$ cat config.mk
export PLATFORM = sky130hd
export DESIGN_NAME = pad_ctrl
export DESIGN_NICKNAME = d
export VERILOG_FILES = /design/src/rtl/pad_ctrl_pkg.sv /design/src/rtl/pad_ctrl_in.sv /design/src/rtl/pad_ctrl.sv
export SDC_FILE = /design/constraint.sdc
export NUM_CORES = 2
export LEC_CHECK = 0
export BUFFER_PORTS_ARGS = -buffer_cell sky130_fd_sc_hd__buf_2
export CELL_PAD_IN_SITES_DETAIL_PLACEMENT = 0
export CELL_PAD_IN_SITES_GLOBAL_PLACEMENT = 2
export CORE_UTILIZATION = 36
export DETAILED_ROUTE_END_ITERATION = 8
export PLACE_DENSITY = 0.9
export SYNTH_ARGS = -nofsm -noshare
export SYNTH_HDL_FRONTEND = slang
export SYNTH_SLANG_ARGS = --single-unit
$ cat constraint.sdc
create_clock -name clk_i -period 2.7 [get_ports clk_i]
set_input_delay 0.27 -clock clk_i [delete_from_list [all_inputs] [get_ports clk_i]]
set_output_delay 0.27 -clock clk_i [all_outputs]
set_load 0.1 [all_outputs]
$ cat src/rtl/pad_ctrl_pkg.sv
`default_nettype none
// +--------------------------------------------------------------------------+
// | pad_ctrl_pkg : config byte layout, mode/pull encodings, broadcast address |
// | Rev 1.0                                                                   |
// +--------------------------------------------------------------------------+
package pad_ctrl_pkg;

    typedef enum logic [1:0] {
        MODE_OFF   = 2'b00,
        MODE_IN    = 2'b01,
        MODE_OUT   = 2'b10,
        MODE_BIDIR = 2'b11
    } mode_e;

    typedef enum logic [1:0] {
        PULL_NONE = 2'b00,
        PULL_UP   = 2'b01,
        PULL_DOWN = 2'b10,
        PULL_KEEP = 2'b11
    } pull_e;

    typedef struct packed {
        logic  deb;
        pull_e pull;
        logic  sl;
        logic  cs;
        logic  od;
        mode_e mode;
    } pad_cfg_t;

    // Truncated to the address width by the user; all-ones selects every pad.
    localparam logic [31:0] BROADCAST = 32'hFFFF_FFFF;

    // Open-drain outputs keep their receiver on so the core can read the wire back.
    function automatic logic cfg_ie(input pad_cfg_t c);
        return (c.mode == MODE_IN) || (c.mode == MODE_BIDIR) ||
               ((c.mode == MODE_OUT) && c.od);
    endfunction

endpackage
`default_nettype wire

$ cat src/rtl/pad_ctrl_in.sv
`default_nettype none
// +--------------------------------------------------------------------------+
// | pad_ctrl_in : one pad's input synchroniser, debounce filter, edge detect |
// | Rev 1.0                                                                   |
// +--------------------------------------------------------------------------+
module pad_ctrl_in #(
    parameter int SYNC_STAGES = 2
) (
    input  logic clk,
    input  logic rst,
    input  logic i_tick,
    input  logic i_ie,
    input  logic i_deb_en,
    input  logic i_pad_in,
    output logic o_filt,
    output logic o_rise,
    output logic o_fall
);

    logic [SYNC_STAGES-1:0] r_sync;
    logic                   r_samp;
    logic                   r_filt;
    logic                   r_prev;
    logic                   r_ie_prev;
    logic                   w_sync;
    logic                   w_filt;
    logic                   w_edge_ok;

    assign w_sync    = r_sync[SYNC_STAGES-1];
    assign w_filt    = i_ie & (i_deb_en ? r_filt : w_sync);
    assign w_edge_ok = (i_ie == r_ie_prev);

    always_ff @(posedge clk) begin
        if (rst) begin
            r_sync    <= '0;
            r_samp    <= 1'b0;
            r_filt    <= 1'b0;
            r_prev    <= 1'b0;
            r_ie_prev <= 1'b0;
        end else begin
            r_prev    <= w_filt;
            r_ie_prev <= i_ie;
            if (!i_ie) begin
                r_sync <= '0;
                r_samp <= 1'b0;
                r_filt <= 1'b0;
            end else begin
                r_sync <= {r_sync[SYNC_STAGES-2:0], i_pad_in};
                if (i_tick) begin
                    r_samp <= w_sync;
                end
                // While bypassed, r_filt shadows the live value so re-enabling
                // the filter holds the current level instead of glitching.
                if (!i_deb_en) begin
                    r_filt <= w_sync;
                end else if (i_tick && (w_sync == r_samp)) begin
                    r_filt <= w_sync;
                end
            end
        end
    end

    assign o_filt = w_filt;
    assign o_rise = w_edge_ok &  w_filt & ~r_prev;
    assign o_fall = w_edge_ok & ~w_filt &  r_prev;

endmodule
`default_nettype wire

$ cat src/rtl/pad_ctrl.sv
`default_nettype none
// +--------------------------------------------------------------------------+
// | pad_ctrl : per-pad config registers driving pad ring controls/input path |
// | Rev 1.0                                                                   |
// +--------------------------------------------------------------------------+
module pad_ctrl
    import pad_ctrl_pkg::*;
#(
    parameter int          NUM_PADS    = 54,
    parameter int          SYNC_STAGES = 2,
    parameter int          DEBOUNCE_W  = 8,
    parameter logic [7:0]  RESET_CFG   = 8'h01,
    localparam int         AW          = $clog2(NUM_PADS + 1)
) (
    input  logic                clk_i,
    input  logic                rst_i,
    input  logic                cfg_we_i,
    input  logic [AW-1:0]       cfg_addr_i,
    input  logic [7:0]          cfg_wdata_i,
    output logic [7:0]          cfg_rdata_o,
    input  logic [NUM_PADS-1:0] core_out_i,
    input  logic [NUM_PADS-1:0] core_oe_i,
    output logic [NUM_PADS-1:0] core_in_o,
    output logic [NUM_PADS-1:0] rise_o,
    output logic [NUM_PADS-1:0] fall_o,
    input  logic [NUM_PADS-1:0] pad_in_i,
    output logic [NUM_PADS-1:0] pad_out_o,
    output logic [NUM_PADS-1:0] pad_oe_o,
    output logic [NUM_PADS-1:0] pad_cs_o,
    output logic [NUM_PADS-1:0] pad_sl_o,
    output logic [NUM_PADS-1:0] pad_ie_o,
    output logic [NUM_PADS-1:0] pad_pu_o,
    output logic [NUM_PADS-1:0] pad_pd_o
);

    localparam logic [AW-1:0] c_bcast    = BROADCAST[AW-1:0];
    localparam logic [AW-1:0] c_num_pads = AW'(NUM_PADS);

    pad_cfg_t              r_cfg [NUM_PADS];
    logic [7:0]            r_rdata;
    logic [DEBOUNCE_W-1:0] r_presc;
    logic                  w_tick;
    logic                  w_addr_ok;
    logic                  w_addr_bc;

    assign w_tick    = &r_presc;
    assign w_addr_ok = (cfg_addr_i < c_num_pads);
    assign w_addr_bc = (cfg_addr_i == c_bcast);

    // Nonblocking read of r_cfg gives the pre-write value on a same-cycle access.
    always_ff @(posedge clk_i) begin
        if (rst_i) begin
            for (int i = 0; i < NUM_PADS; i++) begin
                r_cfg[i] <= pad_cfg_t'(RESET_CFG);
            end
            r_rdata <= 8'h00;
            r_presc <= '0;
        end else begin
            r_presc <= r_presc + 1'b1;
            r_rdata <= w_addr_ok ? r_cfg[cfg_addr_i] : 8'h00;
            if (cfg_we_i) begin
                if (w_addr_ok) begin
                    r_cfg[cfg_addr_i] <= pad_cfg_t'(cfg_wdata_i);
                end else if (w_addr_bc) begin
                    for (int i = 0; i < NUM_PADS; i++) begin
                        r_cfg[i] <= pad_cfg_t'(cfg_wdata_i);
                    end
                end
            end
        end
    end

    assign cfg_rdata_o = r_rdata;

    for (genvar i = 0; i < NUM_PADS; i++) begin : g_pad
        pad_cfg_t w_c;
        logic     w_oe;

        assign w_c  = r_cfg[i];
        assign w_oe = (w_c.mode == MODE_OUT) | ((w_c.mode == MODE_BIDIR) & core_oe_i[i]);

        assign pad_ie_o[i]  = cfg_ie(w_c);
        assign pad_oe_o[i]  = w_c.od ? (w_oe & ~core_out_i[i]) : w_oe;
        assign pad_out_o[i] = w_c.od ? 1'b0 : core_out_i[i];
        assign pad_cs_o[i]  = w_c.cs;
        assign pad_sl_o[i]  = w_c.sl;
        // Keeper reinforces the last filtered level; pu and pd stay mutually exclusive.
        assign pad_pu_o[i]  = (w_c.pull == PULL_UP)   | ((w_c.pull == PULL_KEEP) &  core_in_o[i]);
        assign pad_pd_o[i]  = (w_c.pull == PULL_DOWN) | ((w_c.pull == PULL_KEEP) & ~core_in_o[i]);

        pad_ctrl_in #(
            .SYNC_STAGES (SYNC_STAGES)
        ) u_in (
            .clk      (clk_i),
            .rst      (rst_i),
            .i_tick   (w_tick),
            .i_ie     (pad_ie_o[i]),
            .i_deb_en (w_c.deb),
            .i_pad_in (pad_in_i[i]),
            .o_filt   (core_in_o[i]),
            .o_rise   (rise_o[i]),
            .o_fall   (fall_o[i])
        );
    end

endmodule
`default_nettype wire

=== Word-level counts from Yosys, hierarchy flattened ===
Memory sizes are Yosys's and may differ from the RTL's. A register that Yosys moved wholly into a read port is not among the register bits.
Index checks and enable logic that the tools add are counted.

* Bits in registers: 332
* Output and inout bits: 548
* RAM bits: 432
* Word-level logic and storage cells: 2,291
* Memories kept: 1

{| class="wikitable"
|+ Memory list
! memory !! depth !! bits a word !! rd ports !! clocked after Yosys merged registers in !! wr ports !! RTL line !! source
|-
| r_cfg || 54 || 8 || 55 || 1 || 54 || pad_ctrl.sv:39 || <nowiki>pad_cfg_t r_cfg [NUM_PADS];</nowiki>
|}

* Add/sub/neg operators: 1
* Reductions and logical operators: 273
* $lt $le $gt $ge: 1
* Bitwise gates (word level): 919
* Multiplexer cells: 338
* Equality and inequality tests: 487

{| class="wikitable"
|+ Operators by type and width
! kind !! number
|-
| 1-bit AND || 486
|-
| 8-bit two-way mux || 55
|-
| 2-bit == test (second input constant) || 216
|-
| 1-bit two-way mux || 282
|-
| 1-bit NOT || 217
|-
| 2-bit by 1-bit == test with 1-bit output (second input constant) || 108
|-
| 1-bit bitwise OR || 216
|-
| 2-bit OR reduction || 55
|-
| 1-bit == test || 108
|-
| 1-bit logical AND || 108
|-
| 1-bit logical OR || 108
|-
| 2-bit by 1-bit inequality test with 1-bit output (second input constant) || 54
|-
| 8-bit by 1-bit adder with 8-bit output (second input constant) || 1
|-
| 8-bit AND reduction || 1
|-
| 8-bit OR reduction || 1
|-
| 6-bit == test (second input constant) || 1
|-
| 6-bit < comparator (second input constant) || 1
|-
| 6-bit two-way mux || 1
|}

=== Logic depth before layout (Yosys ltp) ===
* Word-level depth: 8
* Gate-level depth with buffers: 10
* Depth with buffers taken out: 7

=== Hierarchy ===
From an unflattened synthesis, not the netlist that was laid out.

* Cell total of the unflattened synthesis: 3,266
* Area total of the unflattened synthesis: 38,480.7 um^2

{| class="wikitable"
|+ Modules (own cells, without submodules)
! module !! area an instance (um^2) !! cells an instance !! instances
|-
| pad_ctrl || 25,981.2 || 2,024 || 1
|-
| pad_ctrl_in || 231.5 || 23 || 54
|}

=== Least setup slack after synthesis ===
No wires, ideal clock.

* Path type: reg-to-output
* Start point: mem r_cfg[19][7] (netlist bit)
* End point: out pad_pu_o[19]
* Data arrival time: 3.087 ns
* Slack: -0.657 ns
* Path buffers: 0
* Stages on the path, launching flop included: 4
* Data required time: 2.430 ns
* Cells stage by stage: edfxtp_1 mux2i_1 or2_2 a21boi_0

{| class="wikitable"
|+ RTL lines
! element !! RTL line !! source
|-
| from (decl) || pad_ctrl.sv:39 ||
|-
| to (decl) || pad_ctrl.sv:32 || <nowiki>output logic [NUM_PADS-1:0] pad_pu_o,</nowiki>
|}

==> PnR_summary.wiki <==
{| class="wikitable"
! Metric !! Value
|-
| Placed instance count || a little under 6k
|-
| Die Height || 336.8 um
|-
| Clock slew seen by the registers of the worst setup and hold paths || 0.06 ns
|-
| Number of DRC markers in iteration 0 || around 2.9k
|-
| Largest incremental delay on the critical path || about 0.5 ns
|-
| Mean routed wirelength per cell || 25.93 um
|-
| Vias per inst || 5.196
|-
| Port Buffer Count || 726
|-
| Max IR drop VDD || approximately 0.53 mV
|-
| Top cell family by delay on the critical path || simple AND/OR/NAND/NOR gates
|-
| Gate count of the mapped netlist || 3814
|-
| Overall track demand over capacity in global routing || 0.2687
|-
| Upper clock frequency limit || 375.2 MHz
|-
| Width of the die || 336.8 um
|-
| Core ar. || 110800 sq um
|-
| Flop-to-flop setup slack || ~0.36 ns
|-
| Crit Path Max Fanout || 5
|-
| Clk sink count || 852
|-
| Number of global-route vias before repair || 29.50k
|-
| Initial standard-cell utilization of the core || 0.3641
|-
| Leakage power of the design || 20.24 nW
|-
| Part of the Yosys area used for sequential elements || 0.5498
|-
| Worst min-delay path endpoint || r_cfg[23][4]$_DFFE_PP_
|-
| Smallest hold slack || 0.1642 ns
|-
| Avg Cell Area, Syn || roughly 11 sq um
|-
| Worst-path cell chain || mux2i_1, or2_2, nor3b_1, buf_4
|-
| Maximum number of pins on one net before global-route repair || 73
|-
| H-Tree Depth || 3
|-
| Number of cells traversed by the worst hold path || 2
|-
| Final Hold Vio Count || 0
|-
| Total wire length after detailed routing || 158100 um
|-
| Final-report max-slew violation count || 0
|-
| Primary flip-flop cell chosen by synthesis mapping || edfxtp_1
|-
| Remaining design rule violation count || 0
|-
| Post-detailed-placement half-perimeter wirelength || ~120000 um
|-
| Met1 usage in global routing || 0.3157
|-
| Vias || 31.68k
|-
| Clock latency on the worst-skew pair || ~0.7 ns
|-
| Worst hold path type || input port to flip-flop
|-
| Reg-to-reg critical path startpoint || r_cfg[10][4]$_DFFE_PP_
|-
| Clk buf depth || 3
|-
| Post-route non-filler standard cell count || 6098
|-
| Global-route wire length before repair || 215400 um
|-
| Area contributors post-synth || edfxtp_1 (38%), dfxtp_1 (17%), buf_4 (6.1%)
|-
| Post-synth design cell area || approximately 40000 sq um
|-
| Outcome || finished clean
|-
| Ys Warns || 0
|-
| Worst reg2reg path endpoint || cfg_rdata_o[4]$_SDFF_PP0_
|-
| Total overflow reported by the global router || 0
|-
| Number of top-level pins || 727
|-
| CTS Root Cell || clkbuf_16
|-
| Slowest cell on the critical path || edfxtp_1
|-
| Distinct cells, synth || 58
|-
| Worst slew slack as a fraction of its limit || 0.1688
|-
| R2r worst-path depth || 6
|-
| Arrival time of the worst setup path || 2.39 ns
|-
| #FFs+latches synth || 852
|-
| Post-route antenna net violation count || 0
|-
| CTS buffer count || between 90 and 100
|-
| Max-cap check violation count || 0
|-
| Pwr Density || 719.3 nW/um^2
|-
| CTS tree || done
|-
| Fraction of final layout cells with drive strength greater than 1 || 0.2713
|-
| Required time at the endpoint of the critical path || 2.43 ns
|-
| Min Clock Period, post-route || ~2.7 ns
|-
| Bufs and invs on worst path || 1
|-
| Setup Viol. Count Final || 0
|-
| Nets || 4699
|-
| Initial antenna violation count || 11
|-
| Area leader, netlist || edfxtp_1
|-
| Busiest layer in global routing || met2
|-
| Floorplan die area || 113400 sq um
|-
| Global-route met2 utilization || 0.4566
|-
| Number of flops mapped to enable cells by yosys || around 510
|-
| Initial DRT Pass Iterations || 6
|-
| Crit Path Category || flip-flop to output port
|-
| Grt met3 use || 0.08449
|-
| Cell Rows || about 120
|-
| Nature of the critical path startpoint || flip-flop
|-
| Worst Max-Slew Pin Slew || about 1.2 ns
|-
| Part of the cycle the worst path needs || 0.9870
|-
| Routability congestion estimate from global placement || between 0.9 and 1
|-
| Largest clock skew in the final design || 0.03181 ns
|-
| Kind of end point of the critical path || output port
|-
| Fraction of synthesized cell area taken by the top area cell type || 0.3811
|-
| Growth of design area from synthesis to finish || 21.95%
|-
| Async set or reset register ratio after synthesis || 0
|-
| Worst Hold Launch || cfg_wdata_i[4]
|}
==> registers in the layout, indices dropped and copies added (netlist names) <==
register              count
g_pad.u_in.r_prev        54
g_pad.u_in.r_ie_prev     54
g_pad.u_in.r_samp        54
g_pad.u_in.r_sync       108
g_pad.u_in.r_filt        54
cfg_rdata_o               8
r_presc                   8
r_cfg                   512
==> layer usage <==
metal | share of wire | vias to the layer above | wire length, um
met4 | 0.038 | 2 | 6074
met2 | 0.49 | 1610 | 76690
met1 | 0.37 | 15410 | 58480
met3 | 0.11 | 265 | 16840
met5 | 0.000082 | - | 13
li1 | - | 14390 | -
==> Yosys cell counts (2+ instances only) <==
| cell type | instances |
|---|---|
| buf_4 | 329 |
| inv_1 | 273 |
| buf_1 | 3 |
| nor3b_1 | 56 |
| or3_1 | 4 |
| nor3_1 | 4 |
| or2_2 | 70 |
| o221ai_1 | 14 |
| o21ai_1 | 3 |
| nor3_4 | 2 |
| clkbuf_1 | 89 |
| edfxtp_1 | 512 |
| mux4_1 | 4 |
| a31oi_1 | 56 |
| nand2b_1 | 60 |
| and3_1 | 2 |
| or2_1 | 21 |
| a22oi_1 | 73 |
| o21ai_0 | 194 |
| buf_2 | 44 |
| xor2_1 | 3 |
| dfxtp_1 | 340 |
| xnor2_1 | 3 |
| nand2_1 | 280 |
| o22ai_1 | 39 |
| nor2_1 | 88 |
| nor2b_1 | 310 |
| o2111ai_1 | 3 |
| nand4_1 | 6 |
| a221oi_1 | 45 |
| mux2_2 | 8 |
| mux4_2 | 28 |
| and2_1 | 165 |
| buf_6 | 5 |
| nor2_2 | 3 |
| a21oi_1 | 234 |
| a21o_1 | 2 |
| a21boi_0 | 111 |
| a22o_1 | 59 |
| mux2i_1 | 131 |
| nand3_1 | 114 |
| o31a_1 | 8 |
==> placed cells by master (no fill, tap or decap), types with 113 or more instances in the layout <==
cell,n
buf_2,622
edfxtp_1,512
dfxtp_1,340
nor2b_1,302
nand2_1,280
inv_1,273
buf_4,246
a21oi_1,224
o21ai_0,193
and2_1,164
mux2i_1,128
nand3_1,113
==> worst register-to-register path, delay by kind of cell, from the launching register on <==
| family | cells | cell delay (ns) |
|---|---|---|
| flops | 1 | 0.45 |
| compound gates | 5 | 1.43 |
| mux | 1 | 0.34 |
==> timing repair <==
item	4_1_cts	5_1_grt
setup buffers	6	8
setup endpoints to repair	64	69
hold buffers	55	0
resized for setup	63	71
hold endpoints to repair	56	0
==> per-stage QoR <==
| step | setup WS (ns) | TNS, ns | cell area (sq um) | utilization | power [W] |
|---|---|---|---|---|---|
| CTS | 0.0002214 | 0 | 48900 | 0.4413 | 0.03552 |
| detailed placement | -0.2357 | -1.457 | 44860 | 0.4048 | 0.02199 |
| global route | -0.002321 | -0.002321 | 49180 | 0.4438 | 0.03631 |
| finish | 0.03503 | 0 | 49200 | 0.4440 | 0.03539 |
| floorplan | 0.08288 | 0 | 40650 | - | 0.02016 |
| global placement | -0.2728 | -3.646 | 44860 | 0.4048 | 0.02196 |
==> area by class of cell <==
class	count	area, sq um
antenna	10	25.02
clock buffer	117	2604
clock inverter	62	670.6
fill	10630	61620
inverter	273	1025
multi-input combinational	2297	14490
sequential	852	22180
tap	1488	1862
timing repair buffer	999	6340
==> cells by family (layout without fill, tap and decap cells) <==
group,after synthesis,after routing,share of synthesized area
AND/OR/NAND/NOR,1191,1191,0.1609
flip-flops,852,852,0.5498
AO/OA/AOI/OAI,847,847,0.1322
buffers and inverters,744,1451,0.1022
multiplexers,172,172,0.05325
XOR/XNOR,6,6,0.001303
adder cells (fa/ha/maj),1,1,0.0003101
other,1,90,0.00009295
==> power breakdown <==
part / internal (W) / switching [W]
sequential: 0.0145 / 0.000795
combinational: 0.00139 / 0.00518
clock: 0.00795 / 0.00554
total: 0.0239 / 0.0115
==> worst max path at each step <==
stage / start / endpoint / slack (ns) / cells past startpoint
2_1_floorplan: r_cfg[19][7]$_DFFE_PP_ / pad_pu_o[19] / 0.08 / 3
3_3_place_gp: cfg_addr_i[0] / cfg_rdata_o[7]$_SDFF_PP0_ / -0.27 / 8
3_5_place_dp: cfg_addr_i[0] / cfg_rdata_o[7]$_SDFF_PP0_ / -0.24 / 8
4_1_cts: r_cfg[3][2]$_DFFE_PP_ / fall_o[3] / 0.0002 / 5
5_1_grt: r_cfg[15][7]$_DFFE_PP_ / pad_pd_o[15] / -0.002 / 5
6_report: r_cfg[29][7]$_DFFE_PP_ / rise_o[29] / 0.04 / 4
No activity file was read; power rests on OpenSTA's default activity.
